===== config.mk =====
export PLATFORM = sky130hd
export DESIGN_NAME = register_file_mp
export DESIGN_NICKNAME = d
export VERILOG_FILES = /design/src/rtl/register_file_mp.sv
export SDC_FILE = /design/constraint.sdc
export NUM_CORES = 1
export LEC_CHECK = 0
export ABC_CLOCK_PERIOD_IN_PS = 14400
export CAP_MARGIN = 20
export CORE_MARGIN = 1.5
export CORE_UTILIZATION = 28
export DETAILED_ROUTE_END_ITERATION = 8
export PLACE_DENSITY_LB_ADDON = 0.12
export SETUP_SLACK_MARGIN = 0.4
export SYNTH_ARGS = -nofsm -noshare
export SYNTH_HDL_FRONTEND = slang
export SYNTH_SLANG_ARGS = --single-unit
export TNS_END_PERCENT = 20

===== constraint.sdc =====
create_clock -name clk -period 14.4 [get_ports clk]
set_input_delay 2.88 -clock clk [delete_from_list [all_inputs] [get_ports clk]]
set_output_delay 2.88 -clock clk [all_outputs]
set_load 0.005 [all_outputs]

===== src/rtl/register_file_mp.sv =====
// Multi-port register file: NUM_READ combinational read ports, two write ports (port 1 wins on collision), hardware clear sequencer.
// Latency: reads are zero-latency (same-cycle bypass optional); writes commit on the rising edge; clear takes DEPTH cycles.
// Backpressure: none; user writes and clear_start are dropped while clear_busy is high.
module register_file_mp #(
    parameter int DATA_WIDTH = 16,
    parameter int ADDR_WIDTH = 4,
    parameter int NUM_READ   = 2,
    parameter int BYPASS     = 1,
    parameter int ZERO_REG   = 0
) (
    input  logic                             clk,
    input  logic                             reset,
    input  logic                             we0,
    input  logic [ADDR_WIDTH-1:0]            waddr0,
    input  logic [DATA_WIDTH-1:0]            wdata0,
    input  logic                             we1,
    input  logic [ADDR_WIDTH-1:0]            waddr1,
    input  logic [DATA_WIDTH-1:0]            wdata1,
    input  logic [NUM_READ*ADDR_WIDTH-1:0]   raddr,
    output logic [NUM_READ*DATA_WIDTH-1:0]   rdata,
    input  logic                             clear_start,
    output logic                             clear_busy,
    output logic                             clear_done
);

    localparam int DEPTH = 2 ** ADDR_WIDTH;
    localparam logic [ADDR_WIDTH-1:0] LAST_IDX = ADDR_WIDTH'(DEPTH - 1);

    typedef enum logic {
        IDLE  = 1'b0,
        CLEAR = 1'b1
    } state_t;

    state_t                  state;
    state_t                  state_nxt;
    logic [ADDR_WIDTH-1:0]   clr_idx;
    logic [ADDR_WIDTH-1:0]   clr_idx_nxt;
    logic                    done_nxt;
    logic [DATA_WIDTH-1:0]   mem [DEPTH];

    // Register 0 is only special when the hardwired-zero option is enabled.
    logic wr0_ok;
    logic wr1_ok;
    assign wr0_ok = we0 && !((ZERO_REG != 0) && (waddr0 == '0));
    assign wr1_ok = we1 && !((ZERO_REG != 0) && (waddr1 == '0));

    assign clear_busy = (state == CLEAR);

    // Clear sequencer next-state: walk every index once, then pulse done.
    always_comb begin
        state_nxt   = state;
        clr_idx_nxt = clr_idx;
        done_nxt    = 1'b0;
        case (state)
            IDLE: begin
                if (clear_start) begin
                    state_nxt   = CLEAR;
                    clr_idx_nxt = '0;
                end
            end
            CLEAR: begin
                if (clr_idx == LAST_IDX) begin
                    state_nxt = IDLE;
                    done_nxt  = 1'b1;
                end else begin
                    clr_idx_nxt = clr_idx + 1'b1;
                end
            end
            default: state_nxt = IDLE;
        endcase
    end

    // Sequencer state register; reset aborts any clear without a done pulse.
    always_ff @(posedge clk or posedge reset) begin
        if (reset) begin
            state      <= IDLE;
            clr_idx    <= '0;
            clear_done <= 1'b0;
        end else begin
            state      <= state_nxt;
            clr_idx    <= clr_idx_nxt;
            clear_done <= done_nxt;
        end
    end

    // Storage update: clear owns the array while busy, otherwise port 1 lands last so it wins a collision.
    always_ff @(posedge clk or posedge reset) begin
        if (reset) begin
            for (int i = 0; i < DEPTH; i++) begin
                mem[i] <= '0;
            end
        end else if (clear_busy) begin
            mem[clr_idx] <= '0;
        end else begin
            if (wr0_ok) begin
                mem[waddr0] <= wdata0;
            end
            if (wr1_ok) begin
                mem[waddr1] <= wdata1;
            end
        end
    end

    for (genvar k = 0; k < NUM_READ; k++) begin : g_rd
        logic [ADDR_WIDTH-1:0] ra;
        logic [DATA_WIDTH-1:0] rv;

        assign ra = raddr[k*ADDR_WIDTH +: ADDR_WIDTH];

        // Read mux: stored value, optionally overridden by an in-flight write, then the hardwired zero.
        always_comb begin
            rv = mem[ra];
            if ((BYPASS != 0) && !clear_busy) begin
                if (we0 && (waddr0 == ra)) begin
                    rv = wdata0;
                end
                if (we1 && (waddr1 == ra)) begin
                    rv = wdata1;
                end
            end
            if ((ZERO_REG != 0) && (ra == '0)) begin
                rv = '0;
            end
        end

        assign rdata[k*DATA_WIDTH +: DATA_WIDTH] = rv;
    end

endmodule

## Word level (Yosys, flattened, before mapping)

Index checks and enable logic that the tools add are counted.

| word-level totals | value |
|---|---|
| register bits after elaboration | 262 |
| latch bits | 0 |
| RAM bits | 0 |
| bits in read-only memories | 0 |
| bits of input ports | 53 |
| logic and storage cells | 83 |
| memories kept | 0 |

| cells by class | value |
|---|---|
| $add $sub $neg | 1 |
| multipliers | 0 |
| divide/modulo/power cells | 0 |
| order comparisons | 8 |
| equality and inequality tests | 7 |
| shift operators | 0 |
| muxes and demuxes | 32 |
| bitwise gates (word level) | 8 |
| reductions and logical operators | 8 |

Operators by type and width:

| kind | number |
|---|---|
| two-way mux 256 bit | 4 |
| bitwise mux 256 bit | 2 |
| AND 256 bit | 1 |
| inverter 256 bit | 1 |
| two-way mux 16 bit | 13 |
| demux 16 bit (select 4 bit) | 3 |
| binary-select mux 16 bit (select 4 bit) | 2 |
| greater-or-equal comparator 5 bit (second input constant) | 5 |
| inverter 4 -> 5 bit | 5 |
| == test 4 bit | 4 |
| less-than comparator 5 x 1 -> 1 bit (second input constant) | 3 |
| two-way mux 4 bit | 2 |
| one-hot mux 4 bit (2 select lines) | 1 |
| logical AND 1 bit | 7 |
| adder 4 x 1 -> 4 bit (second input constant) | 1 |
| == test 4 bit (second input constant) | 1 |
| two-way mux 1 bit | 4 |
| inequality test 2 bit (second input constant) | 2 |
| one-hot mux 1 bit (2 select lines) | 1 |
| AND reduction 2 bit | 1 |
| inverter 1 bit | 1 |

## Logic depth before layout (Yosys ltp)

| depth | value |
|---|---|
| depth in word-level cells | 11 |
| depth in mapped cells | 8 |
| depth with buffers taken out | 5 |

## Worst setup path before layout

Ideal clock, no wire load.

| path | value |
|---|---|
| kind | in2out |
| start | in raddr[0] |
| end | out rdata[14] |
| arrival time | 4.457 ns |
| data required time | 11.520 ns |
| setup slack | 7.063 ns |
| cell stages on the path | 6 |
| buffers on the path | 2 |
| path through | buf_2 buf_2 mux4_2 a22oi_1 nand2_1 a221o_1 |

| on the way | value |
|---|---|
| longest elaborated chain between the ends | 7 |

Ends and longest elaborated chain:

| element | RTL line | text |
|---|---|---|
| from (decl) | 19 | `input logic [NUM_READ*ADDR_WIDTH-1:0] raddr,` |
| inverter 4 -> 5 bit (not written as such) | 112 | `rv = mem[ra];` |
| binary-select mux 16 bit (select 4 bit) | 112 |  |
| two-way mux 16 bit (not written as such) (2 in series) | 112 |  |
| two-way mux 16 bit | 114 | `if (we0 && (waddr0 == ra)) begin` |
| two-way mux 16 bit | 117 | `if (we1 && (waddr1 == ra)) begin` |
| two-way mux 16 bit (*) | 113 | `if ((BYPASS != 0) && !clear_busy) begin` |
| to (decl) | 20 | `output logic [NUM_READ*DATA_WIDTH-1:0] rdata,` |

Every way passes the cells marked *; elsewhere a longest branch is shown, timed or not. The select of a mux whose other input is x is not followed.

## Final worst setup path

| path | value |
|---|---|
| start | in raddr[4] |
| end | out rdata[28] |

The elaborated chain is that of the path after synthesis.

==> summary.md <==
| Metric | Value |
|---|---|
| PostCTS Resize Cnt | 0 |
| Ys async rst share | 100% |
| Tcrit/Tclk final | 64.5% |
| TritonCTS Buffers | 37 |
| PwrDens | 169 nW/um2 |
| Req. time, crit path | 11.52 ns |
| Clock Skews | 0.0295 ns |
| Area of the multi-input gates | 12300 um2 |
| Worst R2R End | mem[218] |
| Worst skew pair latency | 0.58 ns |
| Post-CTS Hold Buffers | 0 |
| Post-CTS Setup Inserts | 0 |
| Chip height | 269 um |
| Sequential power share | 33.9% |
| Layout area overhead | 14.7% |
| CP max FO | 44 |
| Vias in the first global route | 18.5k |
| Hold EP | mem[206] |
| Hold Path Stages | 1 |
| R2r setup slk | 10.58 ns |
| Critical Path Start | raddr[4] |
| Root Driver | clkbuf_16 |
| Sw Share | 41.4% |
| NumNets Final | 2137 |
| Buf/Inv on CP | 3 |
| Initial drt markers | 2078 |
| Total I/O pin count | 87 |
| I/O Buffers | 86 |
| R2R cell count | 6 |
| Share of layout cells above drive strength 1 | 14.7% |
| Sw Pwr | 0.00159 W |
| Critical path depth | 7 |
| Finished Core Util | 32.5% |
| Final WL | 96.4 mm |
| Seq/Total Area, Yosys | 33.0% |
| Area leader, netlist | dfrtp_1 |
| GRT Total Usage | 26.1% |
| Syn_nets | 2190 |
| Crit end category | output port |
| Via density | 6.22 |
| Mapped Cells | 2133 |
| Final Slew Violations | 0 |
| # setup viols final | 0 |
| Reg area | 6560 um2 |
| Gate power share | 42.1% |
| Kind of critical path | in -> out |
| Clock sink count | 262 |
| GRT overflow | 0 |
| CP delay by family, top | buffers and inverters |
| RR Startpoint | clear_busy |
| Top_reg_cell synth | dfrtp_1 |
| # DRC | 0 |
| Internal | 0.00225 W |
| Status | completed |
| Vias | 19.0k |
| Synth Register Bits | 262 |
| CP Launch Type | input pin |
| Max_cap viols | 0 |
| RSZ-0062 raised after global routing | no |
| Synth area leaders | dfrtp_1 33%, mux4_2 15%, a21o_1 9.8% |
| Die W | 269 um |
| Critical Path AT | 6.41 ns |
| Layout fillers | 7165 |
| Cell Area, Synth | 19800 um2 |
| Power share of the clock group | 24.0% |
| CTS tree | yes |
| Crit-path most repeated cell | buf_4 |
| Clk slew on worst S/H paths | 0.05 ns |
| CTS HTree Levels | 2 |
| # rows | 97 |
| First-pass GRT wire length | 140 mm |
| Core region area | 70000 um2 |
| Post-synth EDFFs | 0 |
| Slowest-stage cell, CP | buf_4 |
| Final ANT Viol Nets | 0 |
| Initial antenna violation count | 2 |
| Max Fclk | 108 MHz |
| Hold crit path type | reg -> reg |
| Pleak | 10.9 nW |
| Max-slew headroom | 23.2% |
| Synth unique cells | 40 |
| Wire length per cell | 31.7 um |
| Peak supply drop | 0.0980 mV |
| Cells along the critical path | buf_4 > buf_4 > mux4_2 > a22oi_1 > nand2_1 > a221o_1 > clkdlybuf4s50_1 |
| Yosys top cell area share | 33.0% |
| Worst-Margin Slew | 1.15 ns |
| Min-delay src | mem[206] |
| Initial Utilization | 28.3% |
| Tmin final | 9.29 ns |
| Pin count of the biggest net entering global routing | 148 |
| Die area | 72500 um2 |
| Dpl hpwl | 59.3 mm |
| Initial DRT Pass Iterations | 5 |
| Ys Warns | 0 |
| RePlAce Congestion | 0.857 |
| Syn Area/Cell | 9.30 um2 |
| Worst stage delay on the critical path | 0.87 ns |
| Final Hold Fails | 0 |
| Maximum clock insertion buffer count | 3 |
| Final setup TNS | 0 ns |
==> worst register-to-register path: cells and delay by family, from the launching register on <==
kind,cells,cell delay [ns]
compound gates,2,0.52
buf+inv,4,2.76
flops,1,0.47
==> how the worst max path moves through the flow <==
stage	endpoint	slack (ns)
after floorplan	clear_busy	4.31
after global placement	rdata[1]	5.08
after detailed placement	rdata[1]	5.07
after CTS	rdata[1]	5.08
after global routing	rdata[1]	4.90
final	rdata[28]	5.11
==> layout make-up <==
cell class / count / area share (%)
antenna: 2 / 0.0220
sequential: 262 / 28.8
inverter: 4 / 0.0989
tap: 940 / 5.17
multi-input combinational: 1594 / 53.9
clock inverter: 7 / 0.313
clock buffer: 55 / 4.77
timing repair buffer: 181 / 6.96
==> per-layer routing <==
metal  global-route usage [%]  vias up  share of wire, %
li1                         -     7965                 -
met5                        0        -                 0
met1                     36.5     9913                44
met2                     41.0      908                46
met3                     3.86      169               7.3
met4                     8.79        0               3.1
==> state kept, by name, indices dropped and copies added, names as in the netlist <==
signal      cells
mem           256
clr_idx         4
clear_busy      1
clear_done      1
==> synth_stat cells, types with 6 or more instances <==
cell / count
o21ai_0: 145
buf_4: 6
a22oi_1: 64
a311oi_1: 161
xor2_1: 12
dfrtp_1: 262
a211oi_1: 96
nand3_1: 22
clkbuf_1: 207
a21boi_1: 13
buf_2: 34
buf_1: 25
mux2i_1: 96
nor2b_1: 9
a221o_1: 32
and2_1: 35
nand2_1: 211
a21o_1: 258
nor2_1: 271
mux4_2: 128
==> through the flow <==
step	instances	cell area, um2	worst slack, ns	total power (W)	hold WS (ns)
floorplan	2133	19800	4.31	0.00222	0.477
global route	3043	22800	4.90	0.00402	0.535
CTS	3043	22800	5.08	0.00384	0.518
finish	3045	22800	5.11	0.00384	0.519
global placement	2980	21600	5.08	0.00286	0.488
detailed placement	2981	21600	5.07	0.00290	0.507
==> placed cells by master, fill, tap and decap left out, types with 5 or more instances in the layout <==
cell / instances
nor2_2: 9
a21boi_2: 8
nand2_1: 211
a21boi_1: 6
mux4_2: 128
clkbuf_16: 38
a311oi_1: 161
xnor2_1: 5
and2_1: 35
clkinv_2: 5
clkbuf_1: 10
mux2i_1: 96
a22oi_1: 64
a221o_1: 32
a211oi_1: 96
dfrtp_1: 261
o21ai_0: 145
a21o_1: 258
nand3_1: 21
clkdlybuf4s50_1: 82
clkbuf_8: 7
nor2_1: 264
buf_4: 97
nor2b_1: 9
xor2_1: 12
nand2b_2: 5
==> logic make-up (layout without fill, tap and decap cells) <==
logic type      after synthesis  after routing  synth area share, %
fa+ha+maj                     4              4                0.252
compound gates              774            774                 28.9
simple gates                574            574                 12.1
mux                         225            225                 19.4
flops                       262            262                 33.0
buf+inv                     277            247                 5.61
xor+xnor                     17             17                0.750
other cells                   0              2                    0
==> power by group through the flow <==
| stage | Clock (W) | Combinational (W) | Sequential (W) |
|---|---|---|---|
| floorplan | 0 | 0.00103 | 0.00119 |
| global placement | 0 | 0.00157 | 0.00129 |
| detailed placement | 0 | 0.00160 | 0.00130 |
| CTS | 0.000937 | 0.00161 | 0.00129 |
| global route | 0.000966 | 0.00172 | 0.00134 |
| finish | 0.000922 | 0.00162 | 0.00130 |
Power figures use the tool's default switching activity.
